## src/rtl/spi_shift_engine.sv

```systemverilog
// Byte-serial SPI master shift core: turns a go edge plus a shadowed word and
// mode into SCLK/MOSI activity, samples MISO and returns the received word.
module spi_shift_engine #(
  parameter int DATA_WIDTH        = 8,
  parameter int CLK_DIVIDER_WIDTH = 8
) (
  input  logic                         clk,
  input  logic                         rst,
  input  logic                         CPOL,
  input  logic                         CPHA,
  input  logic [CLK_DIVIDER_WIDTH-1:0] clk_divider,
  input  logic                         go,
  input  logic [DATA_WIDTH-1:0]        datai,
  output logic [DATA_WIDTH-1:0]        datao,
  output logic                         busy,
  output logic                         done,
  input  logic                         din,
  output logic                         dout,
  output logic                         sclk,
  output logic [1:0]                   dbg_state
);

  localparam int EW = $clog2(2 * DATA_WIDTH) + 1;
  localparam logic [EW-1:0] LAST_EDGE = EW'(2 * DATA_WIDTH);

  typedef enum logic [1:0] {
    S_IDLE  = 2'd0,
    S_SHIFT = 2'd1,
    S_DONE  = 2'd2
  } state_t;

  state_t                         state_q, state_d;
  logic                           go_q, go_d;
  logic [DATA_WIDTH-1:0]          tx_q, tx_d;
  logic [DATA_WIDTH-1:0]          rx_q, rx_d;
  logic [DATA_WIDTH-1:0]          datao_q, datao_d;
  logic [CLK_DIVIDER_WIDTH-1:0]   div_q, div_d;
  logic [CLK_DIVIDER_WIDTH-1:0]   cnt_q, cnt_d;
  logic [EW-1:0]                  edge_q, edge_d;
  logic                           cpol_q, cpol_d;
  logic                           cpha_q, cpha_d;
  logic                           sclk_q, sclk_d;
  logic                           dout_q, dout_d;
  logic                           busy_q, busy_d;
  logic                           done_q, done_d;
  logic                           start;
  logic [EW-1:0]                  edge_n;
  logic                           leading;

  // busy_q still high on the cycle after DONE keeps a start out until busy has fallen.
  assign start   = go && !go_q && (state_q == S_IDLE) && !busy_q;
  assign edge_n  = edge_q + 1'b1;
  assign leading = edge_n[0];

  always_comb begin
    state_d = state_q;
    go_d    = go;
    tx_d    = tx_q;
    rx_d    = rx_q;
    datao_d = datao_q;
    div_d   = div_q;
    cnt_d   = cnt_q;
    edge_d  = edge_q;
    cpol_d  = cpol_q;
    cpha_d  = cpha_q;
    sclk_d  = sclk_q;
    dout_d  = dout_q;
    done_d  = 1'b0;
    busy_d  = start || (state_q != S_IDLE);

    case (state_q)
      S_IDLE: begin
        sclk_d = CPOL;
        if (start) begin
          tx_d    = datai;
          rx_d    = '0;
          cpol_d  = CPOL;
          cpha_d  = CPHA;
          div_d   = clk_divider;
          cnt_d   = clk_divider;
          edge_d  = '0;
          if (!CPHA) dout_d = datai[DATA_WIDTH-1];
          state_d = S_SHIFT;
        end
      end
      S_SHIFT: begin
        if (cnt_q == '0) begin
          cnt_d  = div_q;
          sclk_d = ~sclk_q;
          edge_d = edge_n;
          if (leading) begin
            if (cpha_q) begin
              dout_d = tx_q[DATA_WIDTH-1];
              tx_d   = tx_q << 1;
            end else begin
              rx_d = {rx_q[DATA_WIDTH-2:0], din};
            end
          end else begin
            if (cpha_q) begin
              rx_d = {rx_q[DATA_WIDTH-2:0], din};
            end else if (edge_n != LAST_EDGE) begin
              // CPHA=0 already shows the MSB, so the next bit is tx[MSB-1].
              dout_d = tx_q[DATA_WIDTH-2];
              tx_d   = tx_q << 1;
            end
          end
          if (edge_n == LAST_EDGE) state_d = S_DONE;
        end else begin
          cnt_d = cnt_q - 1'b1;
        end
      end
      S_DONE: begin
        sclk_d  = cpol_q;
        done_d  = 1'b1;
        datao_d = rx_q;
        state_d = S_IDLE;
      end
      default: state_d = S_IDLE;
    endcase
  end

  always_ff @(posedge clk) begin
    if (rst) begin
      state_q <= S_IDLE;
      go_q    <= 1'b0;
      tx_q    <= '0;
      rx_q    <= '0;
      datao_q <= '0;
      div_q   <= '0;
      cnt_q   <= '0;
      edge_q  <= '0;
      cpol_q  <= 1'b0;
      cpha_q  <= 1'b0;
      sclk_q  <= 1'b0;
      dout_q  <= 1'b0;
      busy_q  <= 1'b0;
      done_q  <= 1'b0;
    end else begin
      state_q <= state_d;
      go_q    <= go_d;
      tx_q    <= tx_d;
      rx_q    <= rx_d;
      datao_q <= datao_d;
      div_q   <= div_d;
      cnt_q   <= cnt_d;
      edge_q  <= edge_d;
      cpol_q  <= cpol_d;
      cpha_q  <= cpha_d;
      sclk_q  <= sclk_d;
      dout_q  <= dout_d;
      busy_q  <= busy_d;
      done_q  <= done_d;
    end
  end

  assign datao     = datao_q;
  assign busy      = busy_q;
  assign done      = done_q;
  assign dout      = dout_q;
  assign sclk      = sclk_q;
  assign dbg_state = state_q;

endmodule

```

## config.mk

```make
export PLATFORM = sky130hd
export DESIGN_NAME = spi_shift_engine
export DESIGN_NICKNAME = d
export VERILOG_FILES = /design/src/rtl/spi_shift_engine.sv
export SDC_FILE = /design/constraint.sdc
export NUM_CORES = 1
export LEC_CHECK = 0
export ABC_AREA = 1
export BUFFER_PORTS_ARGS = -buffer_cell sky130_fd_sc_hd__buf_2
export CAP_MARGIN = 10
export CORE_MARGIN = 2
export CORE_UTILIZATION = 57
export CTS_CLUSTER_SIZE = 25
export DETAILED_ROUTE_END_ITERATION = 8
export PLACE_DENSITY = 0.79
export SETUP_SLACK_MARGIN = 0.2
export SLEW_MARGIN = 20
export SYNTH_ARGS = -nofsm -noshare
export SYNTH_HDL_FRONTEND = slang
export SYNTH_SLANG_ARGS = --single-unit
```

## constraint.sdc

```tcl
create_clock -name clk -period 2.15 [get_ports clk]
set_input_delay 0.3225 -clock clk [delete_from_list [all_inputs] [get_ports clk]]
set_output_delay 0.3225 -clock clk [all_outputs]
set_load 0.005 [all_outputs]
```

==> metrics.md, run 1 <==
| Metric | Value |
|---|---|
| Crit-path max FO | 8 |
| TritonCTS Sinks | 54 |
| Final Net Count | 443 |
| Congestion Overflow GR | 0 |
| IR drop worst, VDD | 0.000631 V |
| R2R cell count | 10 |
| Clk_lat worst skew | 0.31 ns |
| Synth Net Count | 402 |
| WP data arrival | 2.03 ns |
| # IOs | 36 |
| P_leak | 1.44 nW |
| Tightest Pin Transition | 0.496 ns |
| Sw frac | 41.6% |
| N_diodes | 0 |
| Die height | 72.5 um |
| Crit path time final | 1.82 ns |
| Leading area contributor after synthesis | dfxtp_1 |
| CTS tree | built |
| Top-area cell type share of the netlist area | 40.4% |
| DRT Pass-1 Iters | 4 |
| Setup TNS | 0 ns |
| Fin crit share | 84.8% |
| Setup CP Type | reg2reg |
| First-pass GRT wire length | 10.1 mm |
| Worst EP required | 2.35 ns |
| Width of the die | 72.5 um |
| Library cells used by synthesis | 35 |
| Drc violations | 0 |
| CP Capture Type | flop |
| Slew HR | 66.7% |
| Hold crit path type | in2reg |
| Initial antenna violation count | 0 |
| DRT Wirelength | 5.93 mm |
| Syn Area/Cell | 7.17 um2 |
| Mapped Area | 2670 um2 |
| Post-route ant nets | 0 |
| Worst Hold End | go_q$_SDFF_PP0_ |
| Min-delay src | go |
| Post-synth EDFFs | 0 |
| Row cnt | 24 |
| Endpoints failing setup | 0 |
| Initial Util | 60.1% |
| Max clock buf depth | 2 |
| Hold Crit Depth | 3 |
| Routability cong. | 0.833 |
| Reg2reg start | cnt_q[0]$_SDFFE_PP0P_ |
| Core Box Area | 4440 um2 |
| Count leader, synth | nand2_1 |
| CP startpoint kind | flop |
| Final hold vios | 0 |
| Layout cell share with drive strength beyond 1 | 18.6% |
| Buffers on Ports | 35 |
| Reg2reg end | edge_q[1]$_SDFFE_PP0P_ |
| Max-cap violations | 0 |
| Flop2flop setup slack | 0.33 ns |
| Gate power share | 46.8% |
| Top post-synthesis cells by area | dfxtp_1, nand2_1, nor2_1 |
| DR vias/cell | 5.35 |
| Seq/Total Area, Yosys | 40.4% |
| Die Area | 5250 um2 |
| Unrepaired setup endpoints after global routing | true |
| CTS Buf Count | 5 |
| Worst clock skew | 0.00502 ns |
| Post-synth top cells | nand2_1, nor2_1, dfxtp_1, inv_1, o21ai_0 |
| Synth-to-Final Area Change | 15.4% |
| Fin worst setup slack | 0.326 ns |
| Largest net degree at the start of global routing | 28 |
| Clock power share | 18.7% |
| Via count | 2500 |
| Vias in the first global route | 2280 |
| Async SR Flop Fraction | 0% |
| Slew Viols, Final | 0 |
| Total track usage | 24.0% |
| Initial DRC Count | 130 |
| Post-synthesis register bit count | 54 |
| Worst slack at placement | 0.200 ns |
| CTS HTree Levels | 2 |
| P per Cell Area | 1210 nW/um2 |
| Hpwl dp | 4.20 mm |
| Cells after Synth | 373 |
| Drt wl/cell | 12.7 um |
| Post-synth top flop | dfxtp_1 |
| Yosys warns | 0 |
| Sequential group share of total power | 34.5% |
| Clock transition at the registers of the reported paths | 0.10 ns |
| Fmax | 0.548 GHz |
| P_int | 2.18 mW |
| CTS root buffer | clkbuf_8 |
| Net Switching | 1.56 mW |
| Status | completed |
flip-flops by register name, indices dropped and copies added, names as in the netlist:
name       flops
cnt_q          8
datao          8
div_q          8
rx_q           8
tx_q           8
edge_q         5
dbg_state      2
busy           1
cpha_q         1
cpol_q         1
done           1
dout           1
go_q           1
sclk           1
cells in the final DEF, fill, tap and decap left out, drive strengths merged, types with 7 or more instances in the layout:
master  synthesis  final
nand2          80     80
nor2           59     59
dfxtp          54     54
buf             5     48
inv            40     41
o21ai          36     36
a21oi          26     26
nand4          21     21
nand3          11     11
ha              7      7
worst max path at each step:
stage          depth (start not counted)                endpoint                 startpoint
4_1_cts                               10    tx_q[6]$_SDFFE_PP0P_  dbg_state[1]$_SDFFE_PP0P_
3_5_place_dp                           9    tx_q[4]$_SDFFE_PP0P_  dbg_state[1]$_SDFFE_PP0P_
2_1_floorplan                         10    tx_q[4]$_SDFFE_PP0P_  dbg_state[1]$_SDFFE_PP0P_
3_3_place_gp                           7   cnt_q[3]$_SDFFE_PP0P_  dbg_state[0]$_SDFFE_PP0P_
6_report                              10  edge_q[1]$_SDFFE_PP0P_      cnt_q[0]$_SDFFE_PP0P_
5_1_grt                                9    rx_q[1]$_SDFFE_PP0P_  dbg_state[0]$_SDFFE_PP0P_
logic make-up after synthesis:
logic type / count (synthesis) / synth area share [%]
flip-flops: 54 / 40.4
AND/OR/NAND/NOR: 177 / 30.2
buffers and inverters: 57 / 9.04
adder cells (fa/ha/maj): 7 / 3.28
XOR/XNOR: 4 / 1.31
multiplexers: 1 / 0.375
AO/OA/AOI/OAI: 73 / 15.3
power groups by stage:
stage	Sequential (mW)	Clock (mW)	Combinational [mW]
global route	1.31	0.747	1.97
floorplan	1.29	0	1.31
detailed placement	1.31	0	1.65
global placement	1.31	0	1.60
CTS	1.29	0.706	1.67
finish	1.29	0.699	1.75
metal layers:
metal  wire [um]  global-route usage, %
met1        2700                   30.1
met4          57                   5.97
met2        2970                   43.0
met5           0                      0
met3         204                   3.89
through the flow:
| stage | std cells | power (mW) | hold WS [ns] | instance area (um2) | utilization (%) |
|---|---|---|---|---|---|
| after floorplan | 373 | 2.60 | 0.429 | 2670 | - |
| after CTS | 466 | 3.67 | 0.228 | 3040 | 68.4 |
| after global placement | 458 | 2.91 | 0.459 | 2920 | 65.8 |
| final | 467 | 3.74 | 0.241 | 3080 | 69.4 |
| after detailed placement | 458 | 2.96 | 0.465 | 2920 | 65.8 |
| after global routing | 467 | 4.02 | 0.254 | 3080 | 69.4 |
cell type report:
type	count	area (um2)
Sequential cell	54	1080
Clock inverter	3	43.8
Inverter	43	161
Tap cell	52	65.1
Fill cell	398	1360
Multi-Input combinational cell	262	1380
Clock buffer	5	68.8
Timing Repair Buffer	48	285
worst max-delay path: stages (launching register included):
cell	delay [ns]
dfxtp_1	0.32
inv_1	0.12
ha_1	0.16
nand2_1	0.11
o21ai_4	0.30
nand2_4	0.14
nor2_4	0.16
buf_4	0.14
inv_1	0.07
a22oi_1	0.14
nor2_1	0.05
what timing repair did:
| action | CTS | global route |
|---|---|---|
| hold buffers | 0 | 0 |
| setup endpoints to repair | 10 | 32 |
| gates resized for setup | 2 | 10 |
| pin swaps | 0 | 2 |
| buffers inserted | 0 | 1 |
Power figures use the tool's default switching activity.
==> inputs of run 2 (changes only) <==
ABC_AREA = 0   (was 1)
clock period = 1.7 ns   (was 2.15 ns; I/O delays follow)
==> run 2 against run 1 <==
The flow now finishes with violations (setup timing). Area after synthesis is 3.1% higher. Largest cell class unchanged. Critical path type unchanged. Worst setup slack worse by 0.39 ns. Largest power group is now sequential cells. Routed wire length is 35% higher.
==> metrics.md, run 2 <==
| Metric | Value |
|---|---|
| DRT Pass-1 Iters | 5 (+1) |
| CTS HTree Levels | 2 (unchanged) |
| Synth-to-Final Area Change | 39.6% |
| DRT Wirelength | 7.99 mm (+35%) |
| Top post-synthesis cells by area | dfxtp_1, mux2i_1, nand2_1 |
| P_leak | 1.58 nW (+9.8%) |
| Core Box Area | 4690 um2 (+5.6%) |
| CP startpoint kind | flop |
| Cells after Synth | 313 (-16%) |
| Crit path time final | 1.76 ns (-0.0620 ns) |
| Unrepaired setup endpoints after global routing | true |
| Width of the die | 73.5 um (+1.4%) |
| Post-synth top cells | dfxtp_1, nand2_1, nor2_1, mux2i_1, a21oi_1 |
| Count leader, synth | dfxtp_1 |
| Drc violations | 0 (unchanged) |
| Status | complete, but fails checks |
| Worst clock skew | 0.0119 ns (+0.00691 ns) |
| Slew HR | 70.4% (+3.6 points) |
| Gate power share | 38.2% (-8.6 points) |
| Mapped Area | 2760 um2 (+3.1%) |
| Buffers on Ports | 35 (unchanged) |
| Yosys warns | 0 (unchanged) |
| Vias in the first global route | 2556 (+12%) |
| Initial Util | 58.7% (-1.4 points) |
| IR drop worst, VDD | 0.000707 V (+12%) |
| Via count | 2691 (+7.6%) |
| Hpwl dp | 4.56 mm (+8.6%) |
| Area post-placement | 3280 um2 (+12%) |
| Pwr Total | 3.75 mW (+0.25%) |
| Max-cap violations | 0 (unchanged) |
| CTS Buf Count | 5 (unchanged) |
| Hold bufs inserted after CTS | 0 (unchanged) |
| Fin crit share | 104% (+19 points) |
| Sequential group share of total power | 38.5% (+4.0 points) |
| Worst EP required | 1.94 ns (-0.41 ns) |
| Layout cell share with drive strength beyond 1 | 42.8% (+24 points) |
| Post-synth EDFFs | 0 (unchanged) |
| Area occupied by multi-input gates | 1910 um2 (+38%) |
| TritonCTS Sinks | 54 (unchanged) |
| Design area | 3850 um2 (+25%) |
| CTS root buffer | clkbuf_8 |
| CTS tree | built |
| First-pass GRT wire length | 11.8 mm (+18%) |
| P_int | 2.50 mW (+14%) |
| Fmax | 0.568 GHz (+3.5%) |
| Die height | 73.5 um (+1.4%) |
| Final hold vios | 0 (unchanged) |
| Final Net Count | 411 (-7.2%) |
| Drt wl/cell | 18.3 um (+44%) |
| Die Area | 5410 um2 (+2.9%) |
| Crit-path max FO | 8 (unchanged) |
| Post-synthesis register bit count | 54 (unchanged) |
| Top-area cell type share of the netlist area | 39.2% (-1.2 points) |
| Congestion Overflow GR | 0 (unchanged) |
| Slew Viols, Final | 0 (unchanged) |
| Failing checks | setup timing |
| Clock power share | 23.3% (+4.6 points) |
| Clock transition at the registers of the reported paths | 0.10 ns (about the same) |
| Commonest non-fill, non-tap cell in the layout | dfxtp_1 |
| Most frequent cells in the layout | dfxtp_1, buf_2, nand2_1, buf_4, nor2_1 |
| FF/Latch Area | 1100 um2 (+2.0%) |
| Routability cong. | 0.921 (+11%) |
| Row cnt | 25 (+4.2%) |
| DR vias/cell | 6.16 (+15%) |
| Post-route ant nets | 0 (unchanged) |
| Leading area contributor after synthesis | dfxtp_1 |
| Syn Area/Cell | 8.80 um2 (+23%) |
| N_diodes | 0 (unchanged) |
| Fill cells | 277 (-30%) |
| CP Capture Type | flop |
| Initial antenna violation count | 0 (unchanged) |
| Post-synth top flop | dfxtp_1 |
| Sw frac | 33.4% (-8.2 points) |
| Hold crit path type | in2reg |
| Largest net degree at the start of global routing | 35 (+25%) |
| Initial DRC Count | 234 (+80%) |
| Net Switching | 1.25 mW (-19%) |
| Max clock buf depth | 2 (unchanged) |
| Endpoints failing setup | 7 (+7) |
| Async SR Flop Fraction | 0% (unchanged) |
| # IOs | 36 (unchanged) |
| Tightest Pin Transition | 0.444 ns (-0.0514 ns) |
| Setup CP Type | reg2reg |
| Clk_lat worst skew | 0.32 ns (about the same) |
| Total track usage | 28.2% (+4.1 points) |
| Seq/Total Area, Yosys | 39.2% (-1.2 points) |
| Library cells used by synthesis | 57 (+63%) |
| P per Cell Area | 975 nW/um2 (-20%) |
| WP data arrival | 2.01 ns (-0.02 ns) |
| Fin worst setup slack | -0.0615 ns (-0.388 ns) |
| Synth Net Count | 342 (-15%) |
| Worst slack at placement | -0.107 ns (-0.307 ns) |
run 2: changes by cell type after synthesis, sizes merged, moves of 18 or more:
cell   before  now
nor2       59   32
inv        40    9
mux2i       1   28
o21ai      36    3
nand4      21    3
nand2      80   37
run 2: final cells by class:
type	count	share of cell area [%]
clock inverter	2	0.943
tap	54	1.76
sequential	54	28.7
multi-input combinational	228	49.5
inverter	10	1.07
timing repair buffer	83	16.2
clock buffer	6	1.89
run 2: cell families after synthesis:
kind of cell             count (synthesis)  share of synthesized area (%)
AO/OA/AOI/OAI                           72                           19.1
XOR/XNOR                                 5                           1.59
adder cells (fa/ha/maj)                  7                           3.18
buffers and inverters                   32                           5.00
flip-flops                              54                           39.2
multiplexers                            29                           10.6
AND/OR/NAND/NOR                        114                           21.3
run 2: timing repair:
item                                    4_1_cts  5_1_grt
gates cloned                                  1        0
endpoints found under the setup margin       41       43
resized for setup                            43       29
pin swaps                                    28       18
setup buffers                                10        7
run 2: worst paths after layout:
kind                          startpoint                     to  slack, ns  cells after the start
hold reg to reg    div_q[0]$_SDFFE_PP0P_  div_q[0]$_SDFFE_PP0P_       0.47                      2
setup reg to reg  edge_q[1]$_SDFFE_PP0P_      dout$_SDFFE_PP0P_      -0.06                      6
hold / removal            clk_divider[2]  div_q[2]$_SDFFE_PP0P_       0.18                      3
setup / recovery  edge_q[1]$_SDFFE_PP0P_      dout$_SDFFE_PP0P_      -0.06                      6
run 2: worst max-delay path, cell delays in order, from the launching register on:
cell and delay [ns]:
dfxtp_4 0.38, ha_4 0.16, or3b_4 0.40, nand4bb_4 0.14, o2111ai_4 0.25, nand3_2 0.15
mux2i_1 0.21
run 2: per-stage QoR:
stage | std cells | hold WS (ns) | util, % | setup TNS, ns
after floorplan | 313 | 0.383 | - | 0
after global placement | 411 | 0.452 | 69.9 | -0.242
after detailed placement | 411 | 0.456 | 69.9 | -0.992
after CTS | 430 | 0.177 | 78.1 | 0
after global routing | 437 | 0.197 | 82.0 | -1.09
final | 437 | 0.183 | 82.0 | -0.210
run 2: per-layer routing:
layer / vias up / global-route usage, % / part of all wire (%)
met2: 114 / 49.3 / 51
li1: 1262 / - / -
met4: 0 / 11.7 / 2.5
met3: 25 / 3.43 / 6.1
met1: 1290 / 34.7 / 40
met5: - / 0 / 0
run 2: power by group through the flow:
stage                     Clock, mW  Sequential, mW  Combinational (mW)
after floorplan                   0            1.46               0.734
after global placement            0            1.46               0.985
after detailed placement          0            1.46                1.01
after CTS                     0.889            1.44                1.21
after global routing          0.921            1.45                1.51
final                         0.875            1.44                1.43
